### src/rtl/sine_pwm_dac_if.sv
// sine_pwm_dac_if
//   Sample stream between the sine generator (master) and the PWM DAC (slave).
//   sample       : 16-bit unsigned code, nominal 0..PERIOD
//   sample_valid : producer presents a sample; held stable while ready is low
//   sample_ready : consumer's one-entry buffer can take a sample this cycle
interface sine_pwm_dac_if;
   logic [15:0] sample;
   logic        sample_valid;
   logic        sample_ready;

   modport master (output sample, output sample_valid, input sample_ready);
   modport slave  (input sample, input sample_valid, output sample_ready);
endinterface

### src/rtl/sine_pwm_dac.sv
// sine_pwm_dac
//   Fixed-period PWM DAC. Buffers one sample through a valid/ready handshake,
//   loads it as the active duty at each period boundary and flags an underrun
//   when no sample is waiting at the boundary.
//   clk, rst     : rising-edge clock, synchronous active-high reset
//   en           : run enable; when low the counter, duty and pwm_out hold
//   s_if         : sample stream (slave side)
//   pwm_out      : registered PWM, high during cnt = 0..duty-1
//   period_tick  : one-cycle pulse in the first cycle of each period
//   underrun     : pulses with period_tick when the buffer was empty
//   underrun_cnt : saturating underrun count
module sine_pwm_dac #(
   parameter int PERIOD = 2000,
   parameter int CNTW   = 16
) (
   input  logic          clk,
   input  logic          rst,
   input  logic          en,
   sine_pwm_dac_if.slave s_if,
   output logic          pwm_out,
   output logic          period_tick,
   output logic          underrun,
   output logic [15:0]   underrun_cnt
);

   localparam logic [CNTW-1:0] LAST = CNTW'(PERIOD - 1);
   localparam logic [CNTW-1:0] FULL = CNTW'(PERIOD);

   logic [CNTW-1:0] cnt, cnt_nx;
   logic [CNTW-1:0] duty, duty_nx;
   logic [CNTW-1:0] sbuf, sbuf_nx;
   logic [CNTW-1:0] sample_clamped;
   logic            buf_full, buf_full_nx;
   logic            rdy_q;
   logic            wrap, xfer;

   assign s_if.sample_ready = rdy_q;

   always_comb begin
      wrap = en && (cnt == LAST);
      xfer = s_if.sample_valid && rdy_q;
      // Compare at full width so out-of-range codes clamp even when CNTW < 16.
      sample_clamped = ({16'b0, s_if.sample} > 32'(PERIOD)) ? FULL : CNTW'(s_if.sample);

      cnt_nx      = cnt;
      duty_nx     = duty;
      sbuf_nx     = sbuf;
      buf_full_nx = buf_full;

      if (en)
         cnt_nx = wrap ? '0 : cnt + 1'b1;

      if (wrap && buf_full) begin
         duty_nx     = sbuf;
         buf_full_nx = 1'b0;
      end

      // xfer implies the buffer was empty, so it never collides with the load
      // above; a sample arriving on an empty-buffer wrap waits for the next one.
      if (xfer) begin
         sbuf_nx     = sample_clamped;
         buf_full_nx = 1'b1;
      end
   end

   always_ff @(posedge clk) begin
      if (rst) begin
         cnt          <= '0;
         duty         <= '0;
         sbuf         <= '0;
         buf_full     <= 1'b0;
         rdy_q        <= 1'b1;
         pwm_out      <= 1'b0;
         period_tick  <= 1'b0;
         underrun     <= 1'b0;
         underrun_cnt <= '0;
      end else begin
         cnt         <= cnt_nx;
         duty        <= duty_nx;
         sbuf        <= sbuf_nx;
         buf_full    <= buf_full_nx;
         // ready tracks the post-edge buffer state so it rises in the tick cycle.
         rdy_q       <= !buf_full_nx;
         if (en)
            pwm_out  <= (cnt_nx < duty_nx);
         period_tick <= wrap;
         underrun    <= wrap && !buf_full;
         if (wrap && !buf_full && (underrun_cnt != 16'hFFFF))
            underrun_cnt <= underrun_cnt + 16'd1;
      end
   end

endmodule

### src/flat_wrapper.sv
// flat-port wrapper written by rule: the top's interface ports become plain ports
module sine_pwm_dac_flat 
#(
   parameter int PERIOD = 2000,
   parameter int CNTW   = 16
)
  (clk, rst, en, pwm_out, period_tick, underrun, underrun_cnt, s_if_sample, s_if_sample_valid, s_if_sample_ready);
  sine_pwm_dac_if s_if_i ();
  input  logic clk;
  input  logic rst;
  input  logic en;
  output logic pwm_out;
  output logic period_tick;
  output logic underrun;
  output logic [15:0] underrun_cnt;
  input wire logic [$bits(s_if_i.sample)-1:0] s_if_sample;
  input wire logic [$bits(s_if_i.sample_valid)-1:0] s_if_sample_valid;
  output wire logic [$bits(s_if_i.sample_ready)-1:0] s_if_sample_ready;
  assign s_if_i.sample = s_if_sample;
  assign s_if_i.sample_valid = s_if_sample_valid;
  assign s_if_sample_ready = s_if_i.sample_ready;
  sine_pwm_dac #(.PERIOD(PERIOD), .CNTW(CNTW)) u_core (.clk(clk), .rst(rst), .en(en), .s_if(s_if_i), .pwm_out(pwm_out), .period_tick(period_tick), .underrun(underrun), .underrun_cnt(underrun_cnt));
endmodule
### config.mk
export PLATFORM = sky130hd
export DESIGN_NAME = sine_pwm_dac_flat
export DESIGN_NICKNAME = d
export VERILOG_FILES = /design/src/rtl/sine_pwm_dac_if.sv /design/src/rtl/sine_pwm_dac.sv /design/src/flat_wrapper.sv
export SDC_FILE = /design/constraint.sdc
export NUM_CORES = 1
export LEC_CHECK = 0
export ABC_AREA = 1
export CAP_MARGIN = 20
export CORE_ASPECT_RATIO = 1.75
export CORE_MARGIN = 4
export CORE_UTILIZATION = 30
export CTS_CLUSTER_SIZE = 25
export DETAILED_ROUTE_END_ITERATION = 16
export PLACE_DENSITY = 0.57
export RECOVER_POWER = 100
export SYNTH_ARGS = -nofsm -noshare
export SYNTH_HDL_FRONTEND = slang
export SYNTH_SLANG_ARGS = --single-unit
### constraint.sdc
create_clock -name clk -period 5.5 [get_ports clk]
set_clock_uncertainty 0.15 [all_clocks]
set_input_delay 0.825 -clock clk [delete_from_list [all_inputs] [get_ports clk]]
set_output_delay 0.825 -clock clk [all_outputs]
set_load 0.03 [all_outputs]
==> results of run 1 <==
## worst max path at each step
stage                                end  slack [ns]  cells past startpoint
after floorplan           u_core.pwm_out        2.43                     15
after global placement    u_core.pwm_out        1.48                     15
after detailed placement  u_core.pwm_out        1.39                     15
after CTS                 u_core.pwm_out        1.74                     15
after global routing      u_core.pwm_out        0.92                     15
final                     u_core.pwm_out        1.37                     15
## Yosys cell counts (2+ instances only)
cell type,n
ha_1,17
nor2_1,64
clkbuf_1,10
nand3_1,10
xor2_1,6
nand2_2,4
o21ai_1,2
o31ai_1,3
inv_2,5
nand2_1,70
nor3_2,2
nor2_4,3
nor4_1,9
nor3_1,29
inv_1,64
nand2_4,3
a211oi_1,3
dfxtp_1,69
o21ai_0,16
clkinv_1,2
nor3b_1,4
nand4_1,9
or2_2,2
a21oi_1,42
mux2i_1,6
a31oi_1,2
nor3_4,2
## per-layer routing
| layer | global-route usage | up-vias | part of all wire |
|---|---|---|---|
| met2 | 0.221 | 50 | 0.53 |
| met1 | 0.133 | 1370 | 0.42 |
| met5 | 0 | - | 0 |
| met4 | 0.0492 | 0 | 0.018 |
| li1 | - | 1613 | - |
| met3 | 0.0268 | 9 | 0.037 |
## tightest hold or removal path, delay by kind of cell (launching register included)
| family | cells | cell delay (ns) |
|---|---|---|
| flip-flops | 1 | 0.29 |
| buffers and inverters | 1 | 0.06 |
| AND/OR/NAND/NOR | 1 | 0.05 |
## sequential cells by signal, summed over array words and instances (netlist names)
register,cells
u_core.sbuf,16
u_core.underrun,1
u_core.duty,16
u_core.s_if.sample_ready,1
u_core.cnt,16
u_core.underrun_cnt,16
u_core.period_tick,1
u_core.buf_full,1
u_core.pwm_out,1
## power by group
part           internal (mW)  switching, mW
sequential             0.509        0.00597
combinational         0.0232         0.0323
clock                  0.371          0.206
total                  0.904          0.244
## metrics by stage
stage,total power [mW],utilization,setup slack (ns),instances
after floorplan,0.560,-,2.43,470
after global placement,0.583,0.354,1.48,629
after detailed placement,0.584,0.354,1.39,629
after CTS,1.17,0.381,1.74,644
after global routing,1.19,0.376,0.916,644
final,1.15,0.376,1.37,644
## cells by family after synthesis
| kind of cell | after synthesis | share of synthesized area |
|---|---|---|
| adders and majority gates | 17 | 0.0611 |
| buffers and inverters | 85 | 0.0963 |
| and+or+nand+nor | 214 | 0.297 |
| muxes | 6 | 0.0172 |
| DFF | 69 | 0.397 |
| xor gates and xnor gates | 6 | 0.0151 |
| AOI/OAI and AO/OA | 73 | 0.116 |
## final cells by class
class | count | area share
multi-input cells | 316 | 0.405
well taps | 132 | 0.0391
repair buffers | 40 | 0.0931
clock inverters | 4 | 0.0113
inverters | 72 | 0.0643
flip-flops and latches | 69 | 0.327
clock buffers | 11 | 0.0599
==> impl_metrics.ini, run 1 <==
[outcome]
status = finished, final reports clean

[setup_path]
cp_top_family = simple AND/OR/NAND/NOR gates
cp-startpoint = en
r2r-end = u_core.pwm_out
cp_max_fo = 25
start_kind = input port
slowest_delay_ns = 0.74
r2r_cells = 15
crit_path_end_kind = flop
slowest_stage = nand3_1
arrival_ns = 4.23
cp.required_ns = 5.60
crit_buf_inv = 2
reg2reg_setup_slack_ns = 1.99
path_class = input port to flop
rr_startpoint = u_core.cnt[1]
cp_cell_sequence = dlygate4sd3_1 > nand2_2 > clkinvlp_2 > nand2_4 > nor2_1 > nand3_1 > a21oi_1 > ha_1 > a21oi_1 > nor2_1 > a211oi_1 > o211ai_1 > nor2_1 > nand2_1 > a21oi_1

[sta]
finalCritPeriodShare = 0.751
rsz0062_at_grt = false
worst_hold_slack_ns = 0.292
finalSetupViolCount = 0
timing.fmax_mhz = 242
tightest_slew_ns = 1.04
final-max-slew-violation-count = 0
slew_headroom = 0.307
layout_min_cycle_time_ns = 4.13
hold_violations = 0
tns_ns = 0

[cts]
ctsResizeCount = 0
cts_root_buffer = clkbuf_16
cts_max_path_buffers = 2
cts_tree = built
clkSinkCount = 69
path_clk_slew_ns = 0.05
cts_buffers = 9
ctsHtreeMaxLevel = 3
post_cts_buffers = 0
hold_buffers = 0
clock_latency_ns = 0.32

[place]
place_hpwl_mm = 5.85
place_area_mm2 = 0.00398
place_congestion = 0.829
portBuffers = 39

[worst_hold_path]
worstHoldStart = u_core.sbuf[13]
hold_path_depth = 2
hold_end = u_core.sbuf[13]
hold_class = flop to flop

[global_route]
grt_usage = 0.122
grt_max_degree = 53
grt_pass1_vias = 2859
grt_pass1_wl_mm = 12.8
antenna_found_initial = 0
grt.overflow.total = 0

[cells_and_area]
drive_gt1_frac = 0.0664
nets = 545
fillers = 1198
syn_to_final_growth_pct = 21.2
diodes = 0
stdcell_area_mm2 = 0.00422
multi_input_area_mm2 = 0.00171
ff_latch_area_mm2 = 0.00138
final_common_cell = nand2_1
final_cell_mix = nand2_1 (72), dfxtp_1 (69), nor2_1 (65)

[yosys]
async_reset_ff_frac = 0
ys_ff_latch = 69
synth_nets = 507
netlist.area_leader.share = 0.397
synth_edf_count = 0
avgSynthCellArea_um2 = 7.41
yosysSeqAreaShare = 0.397
synthCells = 470
yosys-top-cells-area = dfxtp_1 (40%), nand2_1 (7.5%), inv_1 (6.9%)
syn_area_mm2 = 0.00348
ys_types = 39
yosysWarnings = 0
synth_top_area_cell = dfxtp_1
synthFlopType = dfxtp_1

[drt]
drt_iter0_drc = 137
num_vias = 3042
drc_errors = 0
wl_per_cell_um = 11.8
wirelength_mm = 7.62
via_per_inst = 4.72
firstDrtPassIters = 4
ant_nets = 0

[floorplanning]
io_pins = 40
initial_core_util = 0.310
die_y_um = 151
die_area_mm2 = 0.0135
dieWidth_um = 89.4
rows = 51
core_mm2 = 0.0112

[pwr]
ir_worst_vdd_mv = 0.175
power.density_mw_per_mm2 = 272
p_leak_nw = 1.85

[job]
cap_violations = 0
(Power assumes the default switching activity.)
==> run 2, diff against run 1 <==
PLACE_DENSITY = 0.59   (was 0.57)
clock period = 3.7 ns   (was 5.5 ns; I/O delays follow)
==> run 2 against run 1 <==
Wire length is 6.9% higher. Die area stayed put. Clock power rose by 77%. Cell area rose by 2.3%. Hold slack improved by 0.0039 ns. Flip-flop and latch count is the same. Non-clock buffer count increased by 4. Critical path depth grew 1. Total power grew 63%. Worst setup slack lost 0.96 ns. Count of clock-buffer cells in the layout is the same. Register-to-register slack worse by 1.4 ns.
==> impl_metrics.ini, run 2 (same netlist as run 1, synthesis figures left out) <==
[global_route]
grt_pass1_wl_mm = 13.6
busiest_layer = met2
grt_util_met2 = 0.239
grt_usage = 0.129
antenna_found_initial = 0
grt_max_degree = 33
met3_usage = 0.0263
grt.overflow.total = 0
grt_pass1_vias = 3081
use_met1 = 0.133

[sta]
timing.fmax_mhz = 304
finalCritPeriodShare = 0.890
finalSetupViolCount = 0
tightest_slew_ns = 0.521
rsz0062_at_grt = false
tns_ns = 0
hold_violations = 0
slew_headroom = 0.652
layout_min_cycle_time_ns = 3.29
final-max-slew-violation-count = 0
worst_hold_slack_ns = 0.296

[drt]
wl_per_cell_um = 12.6
firstDrtPassIters = 4
wirelength_mm = 8.15
num_vias = 3129
drt_iter0_drc = 160
via_per_inst = 4.82
ant_nets = 0
drc_errors = 0

[pwr]
combPwrFrac = 0.045
ir_worst_vdd_mv = 0.252
swShare = 0.204
p_clk_frac = 0.545
internal-power_mw = 1.49
p_switching_mw = 0.381
p_leak_nw = 1.90
power_frac_seq = 0.409
power.density_mw_per_mm2 = 433

[setup_path]
slowest_delay_ns = 0.68
cp.required_ns = 3.82
slowest_stage = dlygate4sd3_1
cp_cell_sequence = dlygate4sd3_1 > nand2_2 > clkinvlp_2 > nand2_1 > nor2_4 > nand3_2 > buf_12 > mux2i_1 > ha_1 > a21oi_1 > nor2_1 > a211oi_1 > nand2_1 > nand2_1 > nand2_1 > a21oi_1
arrival_ns = 3.41
cp_common_cell = nand2_1
cp_max_fo = 16
path_class = input port to flop
start_kind = input port
crit_path_end_kind = flop

[place]
place_area_mm2 = 0.00402
dpl.cell_count = 633
place_congestion = 0.823
place_hpwl_mm = 6.28
portBuffers = 39

[cts]
clkSinkCount = 69
clock_latency_ns = 0.33
hold_buffers = 0
cts_max_path_buffers = 2
path_clk_slew_ns = 0.06
ctsResizeCount = 0
cts_tree = built
post_cts_buffers = 0
ctsHtreeMaxLevel = 3
cts_root_buffer = clkbuf_16
cts_buffers = 9

[floorplanning]
initial_core_util = 0.310
rows = 51
die_y_um = 151
io_pins = 40
core_mm2 = 0.0112
die_area_mm2 = 0.0135
dieWidth_um = 89.4

[outcome]
status = finished, final reports clean

[cells_and_area]
nets = 549
final_cells = 649
fillers = 1180
multi_input_area_mm2 = 0.00171
ff_latch_area_mm2 = 0.00138
syn_to_final_growth_pct = 24.0
diodes = 0
final_common_cell = nand2_1
drive_gt1_frac = 0.0735
final_cell_mix = nand2_1 (72), dfxtp_1 (69), nor2_1 (65)
stdcell_area_mm2 = 0.00432

[job]
cap_violations = 0

[worst_hold_path]
hold_class = flop to flop
-- run 2: cell count changes in the layout (fill, tap and decap cells not counted), sizes merged --
cell    delta
buf        +2
bufinv     +2
clkbuf     +2
clkinv     -1
-- run 2: power groups by stage --
stage	sequential, mW	clock, mW	combinational (mW)
2_1_floorplan	0.781	0	0.0508
3_3_place_gp	0.783	0	0.0862
3_5_place_dp	0.783	0	0.0881
4_1_cts	0.767	1.04	0.0884
5_1_grt	0.767	1.07	0.0952
6_report	0.765	1.02	0.0847
-- run 2: cell type report --
type / instances / share of cell area
Clock buffer: 11 / 0.0585
Multi-Input combinational cell: 316 / 0.397
Sequential cell: 69 / 0.320
Inverter: 72 / 0.0629
Clock inverter: 5 / 0.0246
Timing Repair Buffer: 44 / 0.0991
Tap cell: 132 / 0.0382
-- run 2: final timing paths --
kind	slack [ns]	cells after the start	endpoint	startpoint
setup reg to reg	0.57	15	u_core.pwm_out	u_core.cnt[0]
hold / removal	0.30	2	u_core.sbuf[13]	u_core.sbuf[13]
hold reg to reg	0.30	2	u_core.sbuf[13]	u_core.sbuf[13]
setup / recovery	0.41	16	u_core.pwm_out	en
-- run 2: stage by stage --
stage / setup WS [ns] / power (mW) / utilization
global placement: 0.253 / 0.869 / 0.358
finish: 0.407 / 1.87 / 0.384
global route: 0.180 / 1.93 / 0.384
detailed placement: 0.228 / 0.871 / 0.358
floorplan: 0.902 / 0.832 / -
CTS: 0.563 / 1.89 / 0.390
-- run 2: critical path: cells and delay by family --
| kind | cells | cell delay (ns) |
|---|---|---|
| buffers and inverters | 3 | 1.04 |
| AND/OR/NAND/NOR | 8 | 0.94 |
| AO/OA/AOI/OAI | 3 | 0.42 |
| adder cells (fa/ha/maj) | 1 | 0.28 |
| multiplexers | 1 | 0.19 |
-- run 2: layer usage --
layer  part of all wire  vias up  wire (um)
met4              0.028        0        232
met5                  0        -          0
met2               0.53       58       4340
met3              0.036       16        293
met1               0.40     1427       3290
li1                   -     1628          -
==> run 3, diff against run 2 <==
CORE_ASPECT_RATIO = not set   (was 1.75)
CTS_BUF_LIST = sky130_fd_sc_hd__clkbuf_16   (was not set)
==> run 3 against run 2 <==
Critical path depth is the same. Cell count increased by 1.4%. First-iteration DRC count is 49% higher. Sequential power hardly changed. Die area fell by 0.50%. Non-clock buffer count decreased by 1. Sequential share of layout area down 0.12 points. Combinational power up 1%. Worst setup slack got worse by 0.081 ns.
==> impl_metrics.ini, run 3 (same netlist as run 1, synthesis figures left out) <==
[setup_path]
crit_path_end_kind = flop
path_class = input port to flop
start_kind = input port
arrival_ns = 3.49
cp.required_ns = 3.81
cp_max_fo = 11
r2r-end = u_core.pwm_out
reg2reg_setup_slack_ns = 0.52
rr_startpoint = u_core.cnt[0]
r2r_cells = 16
cp-startpoint = en
endpoint = u_core.pwm_out

[floorplanning]
rows = 39
dieWidth_um = 116
die_y_um = 116
initial_core_util = 0.306
io_pins = 40
die_area_mm2 = 0.0134
core_mm2 = 0.0114

[drt]
via_per_inst = 4.78
num_vias = 3146
drt_iter0_drc = 238
firstDrtPassIters = 4
wl_per_cell_um = 12.6
ant_nets = 0
drc_errors = 0
wirelength_mm = 8.29

[sta]
finalCritPeriodShare = 0.912
hold_violations = 0
tightest_slew_ns = 0.577
layout_min_cycle_time_ns = 3.37
tns_ns = 0
final-max-slew-violation-count = 0
slew_headroom = 0.615
finalSetupViolCount = 0
rsz0062_at_grt = false
timing.fmax_mhz = 296

[pwr]
power.density_mw_per_mm2 = 438
fin_total_pwr_mw = 1.90
p_leak_nw = 1.91
ir_worst_vdd_mv = 0.244

[outcome]
status = finished, final reports clean

[global_route]
grt.overflow.total = 0
antenna_found_initial = 0
grt_max_degree = 29
grt_pass1_wl_mm = 14.1
grt_usage = 0.131
grt_pass1_vias = 3138

[cts]
ctsHtreeMaxLevel = 3
path_clk_slew_ns = 0.06
clkSinkCount = 69
cts_max_path_buffers = 2
cts_root_buffer = clkbuf_16
ctsResizeCount = 0
post_cts_buffers = 0
cts_buffers = 9
cts_tree = built
clock_latency_ns = 0.33
hold_buffers = 0

[place]
place_area_mm2 = 0.00401
place_congestion = 0.849
place_hpwl_mm = 6.15
portBuffers = 39

[cells_and_area]
drive_gt1_frac = 0.0738
final_cell_mix = nand2_1 (72), dfxtp_1 (69), inv_1 (64), nor2_1 (64), a21oi_1 (42)
diodes = 0
syn_to_final_growth_pct = 24.5
stdcell_area_mm2 = 0.00433
nets = 548
final_common_cell = nand2_1

[worst_hold_path]
hold_class = flop to flop

[job]
cap_violations = 0
## run 3: cell count changes in the layout (fill, tap and decap cells not counted)
cell        delta
nor2_1         -1
clkbuf_8       -2
buf_12         -1
clkinv_2       +1
clkinvlp_2     -1
buf_4          +1
bufinv_16      +1
clkbuf_1       -1
nor2_8         +1
## run 3: layer usage
metal / vias to the layer above / routed length (um) / global-route usage
met3: 11 / 427 / 0.0360
met1: 1455 / 3570 / 0.148
met4: 0 / 116 / 0.0356
met5: - / 0 / 0
li1: 1621 / - / -
met2: 59 / 4170 / 0.243
## run 3: how the worst min path moves through the flow
stage,depth (start not counted),startpoint,slack (ns),end
global placement,2,u_core.sbuf[11],0.28,u_core.sbuf[11]
global route,2,u_core.sbuf[13],0.33,u_core.sbuf[13]
finish,2,u_core.sbuf[12],0.29,u_core.sbuf[12]
floorplan,2,u_core.sbuf[11],0.27,u_core.sbuf[11]
detailed placement,2,u_core.sbuf[11],0.29,u_core.sbuf[11]
CTS,2,u_core.sbuf[11],0.30,u_core.sbuf[11]
## run 3: critical path, cell delays in order
cell and delay [ns]:
dlygate4sd3_1 0.56, nand2_2 0.07, clkinv_2 0.07, nand2_4 0.08, nor2_4 0.05, nand2_1 0.37
inv_1 0.30, nor3_1 0.33, ha_1 0.30, a21oi_1 0.15, nor2_1 0.05, a211oi_1 0.19
o211ai_1 0.12, nor2_1 0.10, nand2_1 0.06, a21oi_1 0.11
## run 3: where the power goes
group / internal (mW) / total (mW) / switching [mW]
Clock: 0.724 / 1.05 / 0.323
Sequential: 0.757 / 0.767 / 0.00983
Combinational: 0.0360 / 0.0858 / 0.0497
## run 3: metrics by stage
step                hold WS [ns]  instances  utilization  worst slack, ns
finish                     0.294        658        0.381            0.326
global route               0.333        658        0.381            0.115
CTS                        0.298        658        0.385            0.538
detailed placement         0.288        643        0.353            0.247
global placement           0.285        643        0.353            0.363
floorplan                  0.275        470            -            0.902
## run 3: final cells by class
class / count / area [um^2]
inverters: 72 / 272
fillers: 1189 / 7040
clock buffers: 9 / 225
clock inverters: 6 / 136
multi-input cells: 316 / 1730
repair buffers: 43 / 412
well taps: 143 / 179
flip-flops and latches: 69 / 1380
